File: config.mk
export PLATFORM = sky130hd
export DESIGN_NAME = dsp_dual_acc
export DESIGN_NICKNAME = d
export VERILOG_FILES = /design/src/rtl/dsp_acc_pkg.sv /design/src/rtl/dsp_requant.sv /design/src/rtl/dsp_dual_acc.sv
export SDC_FILE = /design/constraint.sdc
export NUM_CORES = 1
export LEC_CHECK = 0
export BUFFER_PORTS_ARGS = -buffer_cell sky130_fd_sc_hd__buf_2
export CAP_MARGIN = 25
export CORE_AREA = 5 5 86 88
export DETAILED_ROUTE_END_ITERATION = 16
export DIE_AREA = 0 0 91 93
export PLACE_DENSITY = 0.79
export SETUP_SLACK_MARGIN = 0.3
export SLEW_MARGIN = 20
export SYNTH_ARGS = -nofsm -noshare
export SYNTH_HDL_FRONTEND = slang
export SYNTH_SLANG_ARGS = --single-unit
File: constraint.sdc
create_clock -name clk -period 7.4 [get_ports clk]
set_input_delay 0.74 -clock clk [delete_from_list [all_inputs] [get_ports clk]]
set_output_delay 0.74 -clock clk [all_outputs]
set_load 0.01 [all_outputs]
File: src/rtl/dsp_acc_pkg.sv
// Shared types and constants for the dual-lane product accumulator.
// Saturation limits here are consumed by dsp_requant when DSP_DUAL_ACC_SAT_EN is defined.
package dsp_acc_pkg;

  localparam int unsigned DEF_PROD_W = 16;
  localparam int unsigned DEF_ACC_W  = 32;
  localparam int unsigned DEF_OUT_W  = 8;

  typedef enum logic {S_IDLE, S_ACC} state_e;

  function automatic longint sat_hi(input int unsigned w);
    return (longint'(1) << (w - 1)) - longint'(1);
  endfunction

  function automatic longint sat_lo(input int unsigned w);
    return -(longint'(1) << (w - 1));
  endfunction

  localparam longint SAT_HI = sat_hi(DEF_OUT_W);
  localparam longint SAT_LO = sat_lo(DEF_OUT_W);

endpackage

File: src/rtl/dsp_requant.sv
// Per-lane requantizer: floor arithmetic shift, then wrap or clamp to OUT_W bits.
// Clamping is selected by DSP_DUAL_ACC_SAT_EN; otherwise the result wraps.
module dsp_requant
  import dsp_acc_pkg::*;
#(
  parameter int unsigned ACC_W = DEF_ACC_W,
  parameter int unsigned OUT_W = DEF_OUT_W,
  parameter int unsigned SHIFT = 4
) (
  input  logic signed [ACC_W-1:0] acc,
  output logic signed [OUT_W-1:0] q
);

  logic signed [ACC_W-1:0] r;

  assign r = acc >>> SHIFT;

`ifdef DSP_DUAL_ACC_SAT_EN
  localparam logic signed [ACC_W-1:0] LimHi = ACC_W'(sat_hi(OUT_W));
  localparam logic signed [ACC_W-1:0] LimLo = ACC_W'(sat_lo(OUT_W));

  always_comb begin
    q = OUT_W'(r);
    if (r > LimHi) begin
      q = OUT_W'(LimHi);
    end else if (r < LimLo) begin
      q = OUT_W'(LimLo);
    end
  end
`else
  assign q = OUT_W'(r);
`endif

endmodule

File: src/rtl/dsp_dual_acc.sv
// Dual-lane windowed accumulator with bias, requantization and a one-entry output buffer.
// Optional output clamping via DSP_DUAL_ACC_SAT_EN (evaluated in dsp_requant).
module dsp_dual_acc
  import dsp_acc_pkg::*;
#(
  parameter int unsigned PROD_W = DEF_PROD_W,
  parameter int unsigned ACC_W  = DEF_ACC_W,
  parameter int unsigned LEN    = 9,
  parameter int unsigned SHIFT  = 4,
  parameter int unsigned OUT_W  = DEF_OUT_W
) (
  input  logic                     clk,
  input  logic                     rst,
  input  logic                     clr,
  input  logic                     in_valid,
  input  logic signed [PROD_W-1:0] in_ac,
  input  logic signed [PROD_W-1:0] in_bc,
  input  logic signed [ACC_W-1:0]  bias_a,
  input  logic signed [ACC_W-1:0]  bias_b,
  output logic                     out_valid,
  input  logic                     out_ready,
  output logic signed [OUT_W-1:0]  out_a,
  output logic signed [OUT_W-1:0]  out_b,
  output logic                     busy,
  output logic                     err_overrun
);

  localparam int unsigned CNT_W = (LEN > 1) ? $clog2(LEN) : 1;

  state_e                  state_q, state_d;
  logic [CNT_W-1:0]        count_q, count_d;
  logic signed [ACC_W-1:0] acc_a_q, acc_a_d, acc_b_q, acc_b_d;
  logic signed [ACC_W-1:0] sext_a, sext_b, sum_a, sum_b;
  logic signed [OUT_W-1:0] rq_a, rq_b;
  logic signed [OUT_W-1:0] out_a_d, out_b_d;
  logic                    out_valid_d, err_d, busy_d;
  logic                    last_beat;

  // The first beat of a window replaces the accumulator with the bias.
  always_comb begin
    sext_a    = {{(ACC_W-PROD_W){in_ac[PROD_W-1]}}, in_ac};
    sext_b    = {{(ACC_W-PROD_W){in_bc[PROD_W-1]}}, in_bc};
    sum_a     = ((state_q == S_IDLE) ? bias_a : acc_a_q) + sext_a;
    sum_b     = ((state_q == S_IDLE) ? bias_b : acc_b_q) + sext_b;
    last_beat = in_valid && !clr && (state_q == S_ACC) && (count_q == CNT_W'(LEN - 1));
  end

  always_comb begin
    state_d = state_q;
    count_d = count_q;
    acc_a_d = acc_a_q;
    acc_b_d = acc_b_q;
    if (clr) begin
      state_d = S_IDLE;
      count_d = '0;
      acc_a_d = '0;
      acc_b_d = '0;
    end else if (in_valid) begin
      unique case (state_q)
        S_IDLE: begin
          state_d = S_ACC;
          count_d = CNT_W'(1);
          acc_a_d = sum_a;
          acc_b_d = sum_b;
        end
        S_ACC: begin
          if (last_beat) begin
            // The final sum goes straight to the requantizer, freeing the accumulators.
            state_d = S_IDLE;
            count_d = '0;
            acc_a_d = '0;
            acc_b_d = '0;
          end else begin
            count_d = count_q + CNT_W'(1);
            acc_a_d = sum_a;
            acc_b_d = sum_b;
          end
        end
        default: state_d = S_IDLE;
      endcase
    end
  end

  dsp_requant #(
    .ACC_W (ACC_W),
    .OUT_W (OUT_W),
    .SHIFT (SHIFT)
  ) u_requant_a (
    .acc (sum_a),
    .q   (rq_a)
  );

  dsp_requant #(
    .ACC_W (ACC_W),
    .OUT_W (OUT_W),
    .SHIFT (SHIFT)
  ) u_requant_b (
    .acc (sum_b),
    .q   (rq_b)
  );

  // A completion can load only if the buffer is empty or is draining this cycle.
  always_comb begin
    out_valid_d = out_valid;
    out_a_d     = out_a;
    out_b_d     = out_b;
    err_d       = err_overrun;
    if (last_beat) begin
      if (!out_valid || out_ready) begin
        out_valid_d = 1'b1;
        out_a_d     = rq_a;
        out_b_d     = rq_b;
      end else begin
        err_d = 1'b1;
      end
    end else if (out_valid && out_ready) begin
      out_valid_d = 1'b0;
    end
    busy_d = (count_d != '0);
  end

  always_ff @(posedge clk or posedge rst) begin
    if (rst) begin
      state_q     <= S_IDLE;
      count_q     <= '0;
      acc_a_q     <= '0;
      acc_b_q     <= '0;
      out_valid   <= 1'b0;
      out_a       <= '0;
      out_b       <= '0;
      busy        <= 1'b0;
      err_overrun <= 1'b0;
    end else begin
      state_q     <= state_d;
      count_q     <= count_d;
      acc_a_q     <= acc_a_d;
      acc_b_q     <= acc_b_d;
      out_valid   <= out_valid_d;
      out_a       <= out_a_d;
      out_b       <= out_b_d;
      busy        <= busy_d;
      err_overrun <= err_d;
    end
  end

endmodule

Yosys cells after proc, flatten, opt, wreduce, memory -nomap -nowiden. Index checks and enable logic that the tools add are counted.

Output and inout port bits: 19. Register bits after elaboration: 88. Input bits: 101. Logic and storage cells: 50.

Reductions and logical operators: 13. Equal/unequal tests: 2. Muxes and demuxes: 21. Bitwise operators: 2. Add/subtract/negate cells: 3.

Operator list (count): 32-bit two-way mux (8); 32-bit case mux with 2 select lines (2); 32-bit by 16-bit adder with 32-bit output (2); 4-bit two-way mux (3); 4-bit case mux with 2 select lines (1); 1-bit two-way mux (6); 2-bit AND reduction (3); 4-bit by 1-bit adder with 4-bit output, second input constant (1); 4-bit equality test, second input constant (1); 1-bit logical AND (4); 2-bit nonzero test (2); 4-bit nonzero test (1); 1-bit logical NOT (2); 2-bit by 1-bit inequality test with 1-bit output, second input constant (1); 1-bit inverter (2); 1-bit case mux with 2 select lines (1); 1-bit logical OR (1).

Longest topological paths before layout.
Depth after elaboration: 9. Depth in mapped cells: 11. Gate-level depth less buffers: 9.

Modules after synthesis. From an unflattened synthesis, not the netlist that was laid out.

Cell total of the unflattened synthesis: 867. Area total of the unflattened synthesis: 7806.2 um^2.

By module, submodules not included: dsp_dual_acc (cells an instance 851, area each 7686.1 um^2, instances 1, sequential area each 2202.1 um^2); dsp_requant (cells an instance 8, area each 60.1 um^2, instances 2, sequential area each 0.0 um^2).

Least setup slack after synthesis. No wires, ideal clock.

Path kind: flip-flop to flip-flop. From: reg state_q. To: reg acc_a_q[11]. Setup slack: 4429 ps. Stages on the path, launching flop included: 10. Setup time: 122 ps. Data arrival time: 2850 ps. Path through: dfrtp_1 -> buf_2 -> buf_1 -> mux2_2 -> ha_1 -> and2_4 -> a221oi_4 -> a211oi_1 -> or3_1 -> a32o_1.

Cells in the longest elaborated chain, start to end: 6. Elaborated cells on any way between the ends: 9. Those cells by class: add/sub (1); mux (5); bitwise (1); reduce/logical (2).

RTL lines: start, declared (RTL line dsp_dual_acc.sv:30) `state_e state_q, state_d;`; start signal, assigned (RTL line dsp_dual_acc.sv:134) `state_q <= state_d;`; 32-bit two-way mux / 1-bit logical AND (equally long branches) (RTL line dsp_dual_acc.sv:43, dsp_dual_acc.sv:45); 32-bit by 16-bit adder with 32-bit output / 1-bit logical AND (equally long branches) (RTL line dsp_dual_acc.sv:43, dsp_dual_acc.sv:45); 32-bit two-way mux (RTL line dsp_dual_acc.sv:67) `if (last_beat) begin`; 32-bit case mux with 2 select lines * (RTL line dsp_dual_acc.sv:59) `unique case (state_q)`; 32-bit two-way mux * (RTL line dsp_dual_acc.sv:58) `end else if (in_valid) begin`; 32-bit two-way mux * (RTL line dsp_dual_acc.sv:53) `if (clr) begin`; end signal, assigned (RTL line dsp_dual_acc.sv:126) `acc_a_q <= '0;`; end signal, assigned (RTL line dsp_dual_acc.sv:136) `acc_a_q <= acc_a_d;`; end, declared (RTL line dsp_dual_acc.sv:32) `logic signed [ACC_W-1:0] acc_a_q, acc_a_d, acc_b_q, acc_b_d;`.

Mark *: on every way between the ends. The rest lies on a longest branch, timed or not. The select of a mux whose other input is x is not followed. A chain may end at the register's enable or synchronous reset.

Worst setup path after layout. Ends and elaborated chain as after synthesis.

==> flow_summary.toml <==
[run_status]
status = "finished, final reports clean"

[yosys]
yosysUniqueCellTypes = 40
synth_area_per_cell_um2 = 10.1
netlist_area_um2 = 3150
synth_edf_count = 0
yosysWarnings = 0
synthCells = 312
syn_nets = 439
ys_seq_area_share_pct = 38.1
synthArstFlopShare_pct = 100
ys.flop_type = "dfrtp_1"
ys_ff_latch = 48

[placed_design]
place_congestion = 0.866
dp_hpwl_um = 5720
numPortBuffers = 71
place_ws_ns = 4.02

[timing]
relSlewSlack_pct = 46.4
timing.hold.ws_ns = 0.446
slew_violations = 0
rsz0062_at_grt = "no"
fmax_ghz = 0.293
post-route-period-util_pct = 46.1
fin_crit_ns = 3.41
setup_violations = 0
fin_ws_ns = 3.99
fin_worst_skew_ns = 0.0108
tightest_slew_ns = 0.804
hold_viol_final = 0
tns_ns = 0

[clocking]
root_buffer = "clkbuf_8"
cts_hold_buf = 0
path_clk_slew_ns = 0.10
clock_path_buffers = 2
h-tree-depth = 2
clkLatencyLatePin_ns = 0.31
cts_setup_buffers = 0
clock_sinks = 48
cts_tree = "yes"
cts_resized = 0
cts_made_buffers = 5

[critical_path]
startpoint_type = "flop"
cp_max_fo = 17
arrival_ns = 3.62
crit_type = "flop to flop"
end_kind = "flop"
required_ns = 7.61

[routing]
wl_per_cell_um = 16.4
wirelength_um = 7660
avgViaCountPerCell = 5.81
drtIter0Drc = 176
dr.pass1.iters = 4
drc = 0
vias = 2706
ant_nets = 0

[cells_and_area]
diodes = 0
final_common_cell = "buf_2"
drive_gt1_share_pct = 30.8
synthToLayoutAreaGrowth_pct = 18.2
final_cell_mix = "buf_2, dfrtp_1, nand2_1"
fillerInstances = 592
nets = 512

[die]
ios = 120
rows = 30
die_w_um = 91
die_h_um = 93
coreArea_um2 = 6570
die_area_um2 = 8460
initial_core_util_pct = 47.9

[global_routing]
grt_max_degree = 28
grt_first_pass_wirelength_um = 13100
grt_antenna_before_repair = 0
grt_usage_pct = 18.7
grt-ovfl-total = 0
grt_pass1_vias = 2818

[hold_path]
hp-class = "primary input to async pin"

[power]
worst_ir_drop_vdd_mv = 0.101
p_leak_nw = 1.87
powerDensity_nw_per_um2 = 189

[flow_run]
max_cap_violations = 0
[power breakdown]
group	switching, mW	total, mW	internal [mW]	leakage, nW
Sequential	0.0150	0.300	0.285	0.643
Combinational	0.112	0.211	0.0985	1.17
Clock	0.0935	0.194	0.101	0.0552
[worst max-delay path, cell delays in order, from the launching register on]
cell      delay [ns]
dfrtp_1         0.88
buf_4           0.37
mux2_2          0.36
ha_1            0.36
and2_4          0.18
a221oi_4        0.30
a211oi_1        0.16
or3_1           0.42
a32o_1          0.27
[registers in the layout, indices dropped and copies added (netlist names)]
name / flops
out_b: 8
acc_a_q: 12
err_overrun: 1
state_q: 1
busy: 1
out_a: 8
out_valid: 1
acc_b_q: 12
count_q: 4
[layer usage]
layer	share of wire, %	global-route usage [%]
met1	46	25.7
met3	4.5	3.38
met5	0	0
met4	1.2	5.99
met2	48	30.0
[logic make-up (layout without fill, tap and decap cells)]
logic type	count (synthesis)	after routing	share of synthesized area, %
mux	30	30	10.6
simple gates	91	91	14.9
fa+ha+maj	26	26	10.8
flops	48	48	38.1
xor+xnor	10	10	2.78
buf+inv	19	93	2.38
compound gates	88	88	20.5
[final timing paths]
check	startpoint	to	slack, ns	cells past startpoint
worst max-delay path	state_q	acc_a_q[11]	3.99	8
worst min-delay path	rst	acc_a_q[11]	0.45	2
worst max register to register	state_q	acc_a_q[11]	3.99	8
worst min register to register	acc_b_q[3]	acc_b_q[3]	0.48	2
max in group asynchronous	rst	acc_a_q[2]	6.43	3
min in group clk	acc_b_q[3]	acc_b_q[3]	0.48	2
[through the flow]
step | power [mW] | instance area, µm² | utilization (%) | instances
floorplan | 0.456 | 3150 | - | 312
global placement | 0.505 | 3590 | 54.7 | 457
detailed placement | 0.514 | 3610 | 55.0 | 458
CTS | 0.711 | 3720 | 56.6 | 466
global route | 0.751 | 3720 | 56.6 | 466
finish | 0.704 | 3720 | 56.6 | 466
[area by class of cell]
type	instances	area, µm²	area share, %
sequential	48	1200	32.3
timing repair buffer	76	405	10.9
tap	80	100	2.69
clock buffer	6	72.6	1.95
multi-input combinational	245	1870	50.3
clock inverter	2	35.0	0.941
inverter	9	33.8	0.908
[synthesized netlist by cell type (2+ instances only)]
| cell type | n | area (µm²) |
|---|---|---|
| mux2_2 | 26 | 293 |
| and2_1 | 5 | 31.3 |
| clkbuf_1 | 5 | 18.8 |
| a21o_1 | 9 | 67.6 |
| dfrtp_1 | 48 | 1200 |
| o31ai_1 | 8 | 60.1 |
| a21oi_1 | 20 | 100 |
| a311oi_1 | 2 | 17.5 |
| o21a_1 | 5 | 37.5 |
| or3_1 | 6 | 37.5 |
| xor2_1 | 5 | 43.8 |
| nand2b_1 | 12 | 75.1 |
| nand4_1 | 5 | 31.3 |
| buf_1 | 2 | 7.51 |
| nand3_1 | 8 | 40.0 |
| nor2_1 | 10 | 37.5 |
| ha_1 | 24 | 300 |
| buf_2 | 3 | 15.0 |
| fa_1 | 2 | 40.0 |
| xnor2_1 | 5 | 43.8 |
| a32o_1 | 8 | 80.1 |
| a22o_1 | 9 | 78.8 |
| nor3_1 | 7 | 35.0 |
| o211ai_1 | 3 | 22.5 |
| mux2i_1 | 4 | 40.0 |
| nor2b_1 | 3 | 18.8 |
| o21ai_0 | 12 | 60.1 |
| a211oi_1 | 3 | 22.5 |
| a31o_2 | 7 | 61.3 |
| nand2_1 | 28 | 105 |
| inv_1 | 9 | 33.8 |
(Power assumes the default switching activity.)
